$ cat config.mk
export PLATFORM = sky130hd
export DESIGN_NAME = vxe_vpu_mthread_rf
export DESIGN_NICKNAME = d
export VERILOG_FILES = /design/src/rtl/vxe_vpu_mthread_rf_pkg.sv /design/src/rtl/vxe_vpu_mthread_rf_thread_slot.sv /design/src/rtl/vxe_vpu_mthread_rf.sv
export SDC_FILE = /design/constraint.sdc
export NUM_CORES = 2
export LEC_CHECK = 0
export CORE_ASPECT_RATIO = 0.7
export CORE_MARGIN = 10
export CORE_UTILIZATION = 25
export DETAILED_ROUTE_END_ITERATION = 12
export SYNTH_ARGS = -nofsm -noshare
export SYNTH_HDL_FRONTEND = slang
export SYNTH_HIERARCHICAL = 1
export SYNTH_SLANG_ARGS = --single-unit
$ cat constraint.sdc
create_clock -name clk -period 2.9 [get_ports clk]
set_clock_uncertainty 0.1 [all_clocks]
set_input_delay 0.29 -clock clk [delete_from_list [all_inputs] [get_ports clk]]
set_output_delay 0.29 -clock clk [all_outputs]
set_load 0.005 [all_outputs]
$ cat src/rtl/vxe_vpu_mthread_rf_pkg.sv
// vxe_vpu_mthread_rf_pkg: VPU_REG_IDX_* encoding, shared field widths and per-thread state type
package vxe_vpu_mthread_rf_pkg;
    localparam int ACC_W = 32;
    localparam int VL_W = 20;
    localparam int REG_W = 38;
    localparam logic [2:0] VPU_REG_IDX_ACC = 3'd0;
    localparam logic [2:0] VPU_REG_IDX_VL = 3'd1;
    localparam logic [2:0] VPU_REG_IDX_EN = 3'd2;
    localparam logic [2:0] VPU_REG_IDX_RS = 3'd3;
    localparam logic [2:0] VPU_REG_IDX_RT = 3'd4;
    localparam logic [2:0] VPU_REG_IDX_RD = 3'd5;
    typedef struct packed {
        logic [ACC_W-1:0] acc;
        logic [VL_W-1:0] vl;
        logic en;
        logic [REG_W-1:0] rs;
        logic [REG_W-1:0] rt;
        logic [REG_W-1:0] rd;
    } thr_state_t;
endpackage

$ cat src/rtl/vxe_vpu_mthread_rf_thread_slot.sv
// vxe_vpu_thread_slot: one thread's register set with write > acc > advance priority per register
module vxe_vpu_thread_slot
    import vxe_vpu_mthread_rf_pkg::*;
(
    input  logic             clk,
    input  logic             nrst,
    input  logic             wr_en,
    input  logic [2:0]       ridx,
    input  logic [REG_W-1:0] data,
    input  logic             adv_en,
    input  logic             acc_en,
    input  logic [ACC_W-1:0] acc_data,
    output thr_state_t       cur,
    output thr_state_t       nxt
);
    logic adv;
    assign adv = adv_en && cur.en && cur.vl != '0;
    always_comb begin
        nxt.acc = (wr_en && ridx == VPU_REG_IDX_ACC) ? data[ACC_W-1:0] : acc_en ? acc_data : cur.acc;
        nxt.vl = (wr_en && ridx == VPU_REG_IDX_VL) ? data[VL_W-1:0] : adv ? cur.vl - VL_W'(1) : cur.vl;
        nxt.en = (wr_en && ridx == VPU_REG_IDX_EN) ? data[0] : cur.en;
        nxt.rs = (wr_en && ridx == VPU_REG_IDX_RS) ? data : adv ? cur.rs + REG_W'(1) : cur.rs;
        nxt.rt = (wr_en && ridx == VPU_REG_IDX_RT) ? data : adv ? cur.rt + REG_W'(1) : cur.rt;
        nxt.rd = (wr_en && ridx == VPU_REG_IDX_RD) ? data : adv ? cur.rd + REG_W'(1) : cur.rd;
    end
    always_ff @(posedge clk or negedge nrst) begin
        if (!nrst) cur <= '0;
        else cur <= nxt;
    end
endmodule

$ cat src/rtl/vxe_vpu_mthread_rf.sv
// vxe_vpu_mthread_rf: multi-thread VPU register file with registered per-thread read view.
// Define VXE_VPU_MTRF_BYPASS_EN to forward same-edge updates of rd_thr into out_*.
module vxe_vpu_mthread_rf
    import vxe_vpu_mthread_rf_pkg::*;
#(
    parameter int NTHR = 8,
    parameter int TW = $clog2(NTHR)
)(
    input  logic             clk,
    input  logic             nrst,
    input  logic [TW-1:0]    wr_thr,
    input  logic [2:0]       ridx,
    input  logic             wr_en,
    input  logic [REG_W-1:0] data,
    input  logic             adv_en,
    input  logic [TW-1:0]    adv_thr,
    input  logic             acc_en,
    input  logic [TW-1:0]    acc_thr,
    input  logic [ACC_W-1:0] acc_data,
    input  logic [TW-1:0]    rd_thr,
    output logic [ACC_W-1:0] out_acc,
    output logic [VL_W-1:0]  out_vl,
    output logic             out_en,
    output logic [REG_W-1:0] out_rs,
    output logic [REG_W-1:0] out_rt,
    output logic [REG_W-1:0] out_rd,
    output logic             out_vl_zero,
    output logic [NTHR-1:0]  out_en_mask,
    output logic             adv_err
);
`ifdef VXE_VPU_MTRF_BYPASS_EN
    localparam bit BYP = 1'b1;
`else
    localparam bit BYP = 1'b0;
`endif
    thr_state_t cur [NTHR];
    thr_state_t nxt [NTHR];
    thr_state_t view;
    for (genvar t = 0; t < NTHR; t++) begin : g_slot
        vxe_vpu_thread_slot u_slot (
            .clk      (clk),
            .nrst     (nrst),
            .wr_en    (wr_en && wr_thr == TW'(t)),
            .ridx     (ridx),
            .data     (data),
            .adv_en   (adv_en && adv_thr == TW'(t)),
            .acc_en   (acc_en && acc_thr == TW'(t)),
            .acc_data (acc_data),
            .cur      (cur[t]),
            .nxt      (nxt[t])
        );
        assign out_en_mask[t] = cur[t].en;
    end
    assign view = BYP ? nxt[rd_thr] : cur[rd_thr];
    always_ff @(posedge clk or negedge nrst) begin
        if (!nrst) begin
            out_acc <= '0;
            out_vl <= '0;
            out_en <= 1'b0;
            out_rs <= '0;
            out_rt <= '0;
            out_rd <= '0;
            out_vl_zero <= 1'b0;
            adv_err <= 1'b0;
        end else begin
            out_acc <= view.acc;
            out_vl <= view.vl;
            out_en <= view.en;
            out_rs <= view.rs;
            out_rt <= view.rt;
            out_rd <= view.rd;
            out_vl_zero <= view.vl == '0;
            // error judged on the pre-update state the advance saw
            adv_err <= adv_en && !(cur[adv_thr].en && cur[adv_thr].vl != '0);
        end
    end
endmodule
* Word level (Yosys, flattened, before mapping)
Cells that the tools add are included.
** Cells by class
- $add $sub $neg :: 32
- Order comparisons :: 2
- Equal/unequal tests :: 26
- Mux-type cells :: 86
- Bitwise operators :: 2
- Reduce and logical (&&, ||, !) cells :: 145
** Operators by type and width (number)
- 38-bit two-way mux :: 48
- 167-bit binary-select mux with 3-bit select :: 2
- 38-bit by 1-bit adder with 38-bit output (second input constant) :: 24
- 32-bit two-way mux :: 16
- 167-bit two-way mux :: 2
- 20-bit two-way mux :: 16
- 135-bit two-way mux :: 2
- 20-bit nonzero test :: 9
- 20-bit by 1-bit subtractor with 20-bit output (second input constant) :: 8
- 1-bit logical AND :: 90
- 2-bit nonzero test :: 40
- 3-bit equality test (second input constant) :: 14
- 3-bit by 2-bit equality test with 1-bit output (second input constant) :: 8
- 20-bit zero test :: 1
- 3-bit by 1-bit equality test with 1-bit output (second input constant) :: 4
- 3-bit zero test :: 4
- 4-bit >= comparator (second input constant) :: 2
- 3-bit inverter with 4-bit output :: 2
- 1-bit zero test :: 1
** Storage, ports and cells
- Flip-flop bits (word level) :: 1505
- Input bits :: 90
- Output and inout port bits :: 177
- Word-level logic and storage cells :: 349

* Logic depth before layout (Yosys ltp)
- Depth in word-level cells :: 8
- Depth in mapped cells :: 11
- Depth with buffers taken out :: 9

* By module
The synthesis kept the hierarchy.
** By module, submodules not included
- vxe_vpu_thread_slot (g_slot[0].u_slot ...) :: instances 5, cells an instance 1105, area an instance 9789.4 µm², seq. area each 4179.0 µm²
- vxe_vpu_thread_slot (g_slot[6].u_slot ...) :: instances 2, cells an instance 1018, area an instance 9009.9 µm², seq. area each 4179.0 µm²
- vxe_vpu_mthread_rf :: instances 1, cells an instance 1247, area an instance 15078.2 µm², seq. area each 4229.1 µm²
- vxe_vpu_thread_slot (g_slot[5].u_slot) :: instances 1, cells an instance 1110, area an instance 9850.7 µm², seq. area each 4179.0 µm²

* Worst setup path before layout
Ideal clock, no wire load.
- Path type :: input-to-reg
- From :: input adv_thr[0]
- To :: register, netlist name g_slot[1].u_slot/cur[59]
- Setup time :: 0.120 ns
- Data arrival time :: 2.789 ns
- Required time :: 2.680 ns
- Setup slack :: -0.108 ns
- Stages :: 11
- Path buffers :: 4
- Cells stage by stage :: buf_2 -> clkbuf_1 -> nand2_1 -> nor3_1 -> and2_1 -> clkbuf_1 -> buf_1 -> nand3_1 -> a2111oi_0 -> mux2i_1 -> nand2_1
** Between the ends
- Word-level cells in the longest chain between the ends :: 5
** RTL lines
- from (decl) :: RTL line vxe_vpu_mthread_rf.sv:16 : input logic [TW-1:0] adv_thr,
- 3-bit by 1-bit equality test with 1-bit output :: RTL line vxe_vpu_mthread_rf.sv:46 : .adv_en (adv_en && adv_thr == TW'(t)),
- 1-bit logical AND :: RTL line vxe_vpu_mthread_rf.sv:46
- 1-bit logical AND (2 in series) :: RTL line vxe_vpu_mthread_rf_thread_slot.sv:17 : assign adv = adv_en && cur.en && cur.vl != '0;
- 2-bit nonzero test (no source line)
Every way passes these cells.
A chain may end at the register's enable or synchronous reset.

* Worst setup path after layout
- From :: register, netlist name g_slot[5].u_slot/cur[114]
- To :: output out_en_mask[5]
** RTL lines
- to (decl) :: RTL line vxe_vpu_mthread_rf.sv:28 : output logic [NTHR-1:0] out_en_mask,
No word-level cell between the ends.

==> flow_metrics.tcl <==
set metrics [dict create \
    status "finished clean" \
    routed_wl_mm 422.5 \
    path_class "reg2out" \
    power_density_mw_per_mm2 627.7 \
    ys_types 80 \
    drc 0 \
    grt_usage_pct 20.58 \
    yosysSeqAreaShare_pct 40.98 \
    die-area_mm2 0.3926 \
    worstMarginPinSlew_ns 1.202 \
    avgSynthCellArea_um2 9.266 \
    p_leak_nw 43.30 \
    syn_nets 10050 \
    antenna_found_initial 40 \
    postLayoutSetupSlackWorst_ns 0.01148 \
    finalSetupTns_ns 0 \
    startpoint_type "register" \
    power.internal_w 0.04596 \
    max_cap_violations 0 \
    die-height_um 527.3 \
    fin_nets 10950 \
    port_buffers 266 \
    layout-drive-gt1-share_pct 17.76 \
    irDropWorstVdd_uv 457.9 \
    viasPerCell 5.547 \
    io_pins 267 \
    swShare_pct 36.18 \
    grt_pass1_wl_mm 599.8 \
    dpl_worst_slack_ns -0.3994 \
    setup-violations-final 0 \
    layout_common_cells "1637 x nand2_1, 1505 x dfrtp_1, 875 x buf_4" \
    place_inst 15480 \
    synth_edf_count 0 \
    dr.pass1.iters 6 \
    async_flop_share_pct 100.0 \
    synth-seq-cells 1505 \
    grt_start_max_net_pins 110 \
    cts_root_buffer "clkbuf_16" \
    slew_viol_final 0 \
    drtIter0Drc 13550 \
    arrival_ns 2.50 \
    worstPathRequired_ns 2.51 \
    die_w_um 744.7 \
    area_growth_syn_to_layout_pct 24.84 \
    syn_inst 9918 \
    syn_area_mm2 0.09190 \
    grt_overflow 0 \
    fin_crit_ns 2.889 \
    rsz0062_at_grt "false" \
    fp-row-count 186 \
    antenna_left 0 \
    synth-main-ff-cell "dfrtp_1" \
    ys_warn_count 6 \
    hold_viol 0 \
    gp_congestion 1.011 \
    p_clk_share_pct 31.9 \
    pwr-share-comb_pct 25.8 \
    clk_latency_ns 0.87 \
    seq_power_share_pct 42.3 \
    endpoint_kind "output port" \
    finalCritPeriodShare_pct 99.60 \
    cts_tree "done" \
    cts_inserted_buffers 180 \
    final_common_cell "nand2_1" \
    maxSlewHeadroom_pct 19.87 \
    place_hpwl_mm 312.2 \
    cp_max_fo 5 \
    p_sw_w 0.02605 \
    cts.clk_slew.worst_paths_ns 0.07 \
    h-tree-depth 4 \
    coreArea_mm2 0.3665 \
    via_count 88050 \
    clock_sinks 1505 \
    hp-class "in2reg" \
    clock.fmax_ghz 0.3462 \
    first_global_vias 79840 \
    clk_path_buf_depth 4 \
    layoutNonFillerInstCount 15870 \
    routedWlPerCell_um 26.62 \
    initial_utilization_pct 25.07 \
]
## flip-flops by register name (all words and copies together), names as in the netlist
register           count
adv_err                1
g_slot.u_slot/cur   1336
out_acc               32
out_en                 1
out_rd                38
out_rs                38
out_rt                38
out_vl                20
out_vl_zero            1
## kinds of logic (layout without fill, tap and decap cells)
group / count (synthesis) / after routing / synth area share, %
xor gates and xnor gates: 707 / 707 / 6.738
other: 0 / 36 / 0
and+or+nand+nor: 4128 / 4128 / 21.83
AOI/OAI and AO/OA: 2102 / 2103 / 14.40
muxes: 666 / 666 / 11.93
adders and majority gates: 40 / 40 / 0.5446
buffers and inverters: 770 / 1800 / 3.573
DFF: 1505 / 1505 / 40.98
## stage by stage
stage | total power, W | utilization (%) | hold slack, ns | area (um^2)
2_1_floorplan | 0.03761 | - | -0.1056 | 91900
3_3_place_gp | 0.04808 | 29.56 | 0.1686 | 108400
3_5_place_dp | 0.04835 | 29.56 | 0.1646 | 108400
4_1_cts | 0.07144 | 31.26 | 0.02178 | 114600
5_1_grt | 0.07456 | 31.28 | 0.07621 | 114700
6_report | 0.07201 | 31.30 | 0.09696 | 114700
## critical path, cell delays in order, from the launching register on
cell	delay [ns]
dfrtp_1	0.58
buf_4	0.28
buf_4	0.22
clkdlybuf4s50_1	0.54
## cell usage after synthesis, types with 24 or more instances
library cell	n	share of area, %
a2111oi_0	151	1.4
a211oi_1	80	0.65
a21oi_1	265	1.4
a31oi_1	294	2.0
and2_1	41	0.28
and3_1	147	1.0
and4_1	108	1.0
buf_1	58	0.24
buf_2	72	0.39
buf_4	30	0.25
clkbuf_1	466	1.9
dfrtp_1	1505	41
ha_1	40	0.54
inv_1	117	0.48
mux2_2	39	0.48
mux2i_1	289	3.1
mux4_2	330	8.1
nand2_1	1642	6.7
nand2b_1	38	0.26
nand3_1	383	2.1
nand4_1	298	2.0
nor2_1	742	3.0
nor3_1	141	0.77
nor4_1	126	0.86
o2111ai_1	99	0.94
o211ai_1	59	0.48
o21ai_0	821	4.5
o21ai_1	86	0.47
o31ai_1	122	1.0
or2_2	24	0.16
or3_1	150	1.0
or4_1	180	1.5
xnor2_1	433	4.1
xor2_1	274	2.6
## power by group through the flow
stage | combinational (W) | clock [W] | sequential, W
floorplan | 0.00903 | 0 | 0.0286
global placement | 0.0177 | 0 | 0.0304
detailed placement | 0.0179 | 0 | 0.0304
CTS | 0.0181 | 0.0233 | 0.0301
global route | 0.0196 | 0.0241 | 0.0308
finish | 0.0186 | 0.0230 | 0.0304
## final cells by class
class                   count  area (um^2)
well taps                4888         6116
repair buffers           1367        13300
inverters                 119        451.7
clock inverters            65        618.1
fillers                 37700       251800
multi-input cells        7644        51410
flip-flops and latches   1505        37660
diodes                     36        90.09
clock buffers             249         5076
## worst paths after layout
check,to,slack [ns],startpoint,depth (start not counted)
min in group asynchronous,g_slot[5].u_slot/cur[56],0.22,nrst,3
hold / removal,g_slot[2].u_slot/cur[13],0.1,data[13],3
hold reg to reg,g_slot[3].u_slot/cur[152],0.46,g_slot[3].u_slot/cur[152],2
max in group asynchronous,g_slot[7].u_slot/cur[166],1.72,nrst,3
setup reg to reg,g_slot[0].u_slot/cur[116],0.07,g_slot[0].u_slot/cur[128],7
setup / recovery,out_en_mask[5],0.01,g_slot[5].u_slot/cur[114],3
## layer usage
layer	track usage, %	part of all wire [%]	vias up
li1	-	-	38590
met1	29.87	42	43150
met2	27.36	39	5549
met3	7.739	14	745
met4	7.115	4.1	16
met5	0.5563	0.099	-
## repair_timing
action	4_1_cts	5_1_grt
setup endpoints to repair	57	83
gates resized for setup	11	7
hold endpoints to repair	1548	0
pin swaps	2	2
hold buffers	41	0
setup buffers	2	3
gates cloned	1	0
No activity file was read; power rests on OpenSTA's default activity.
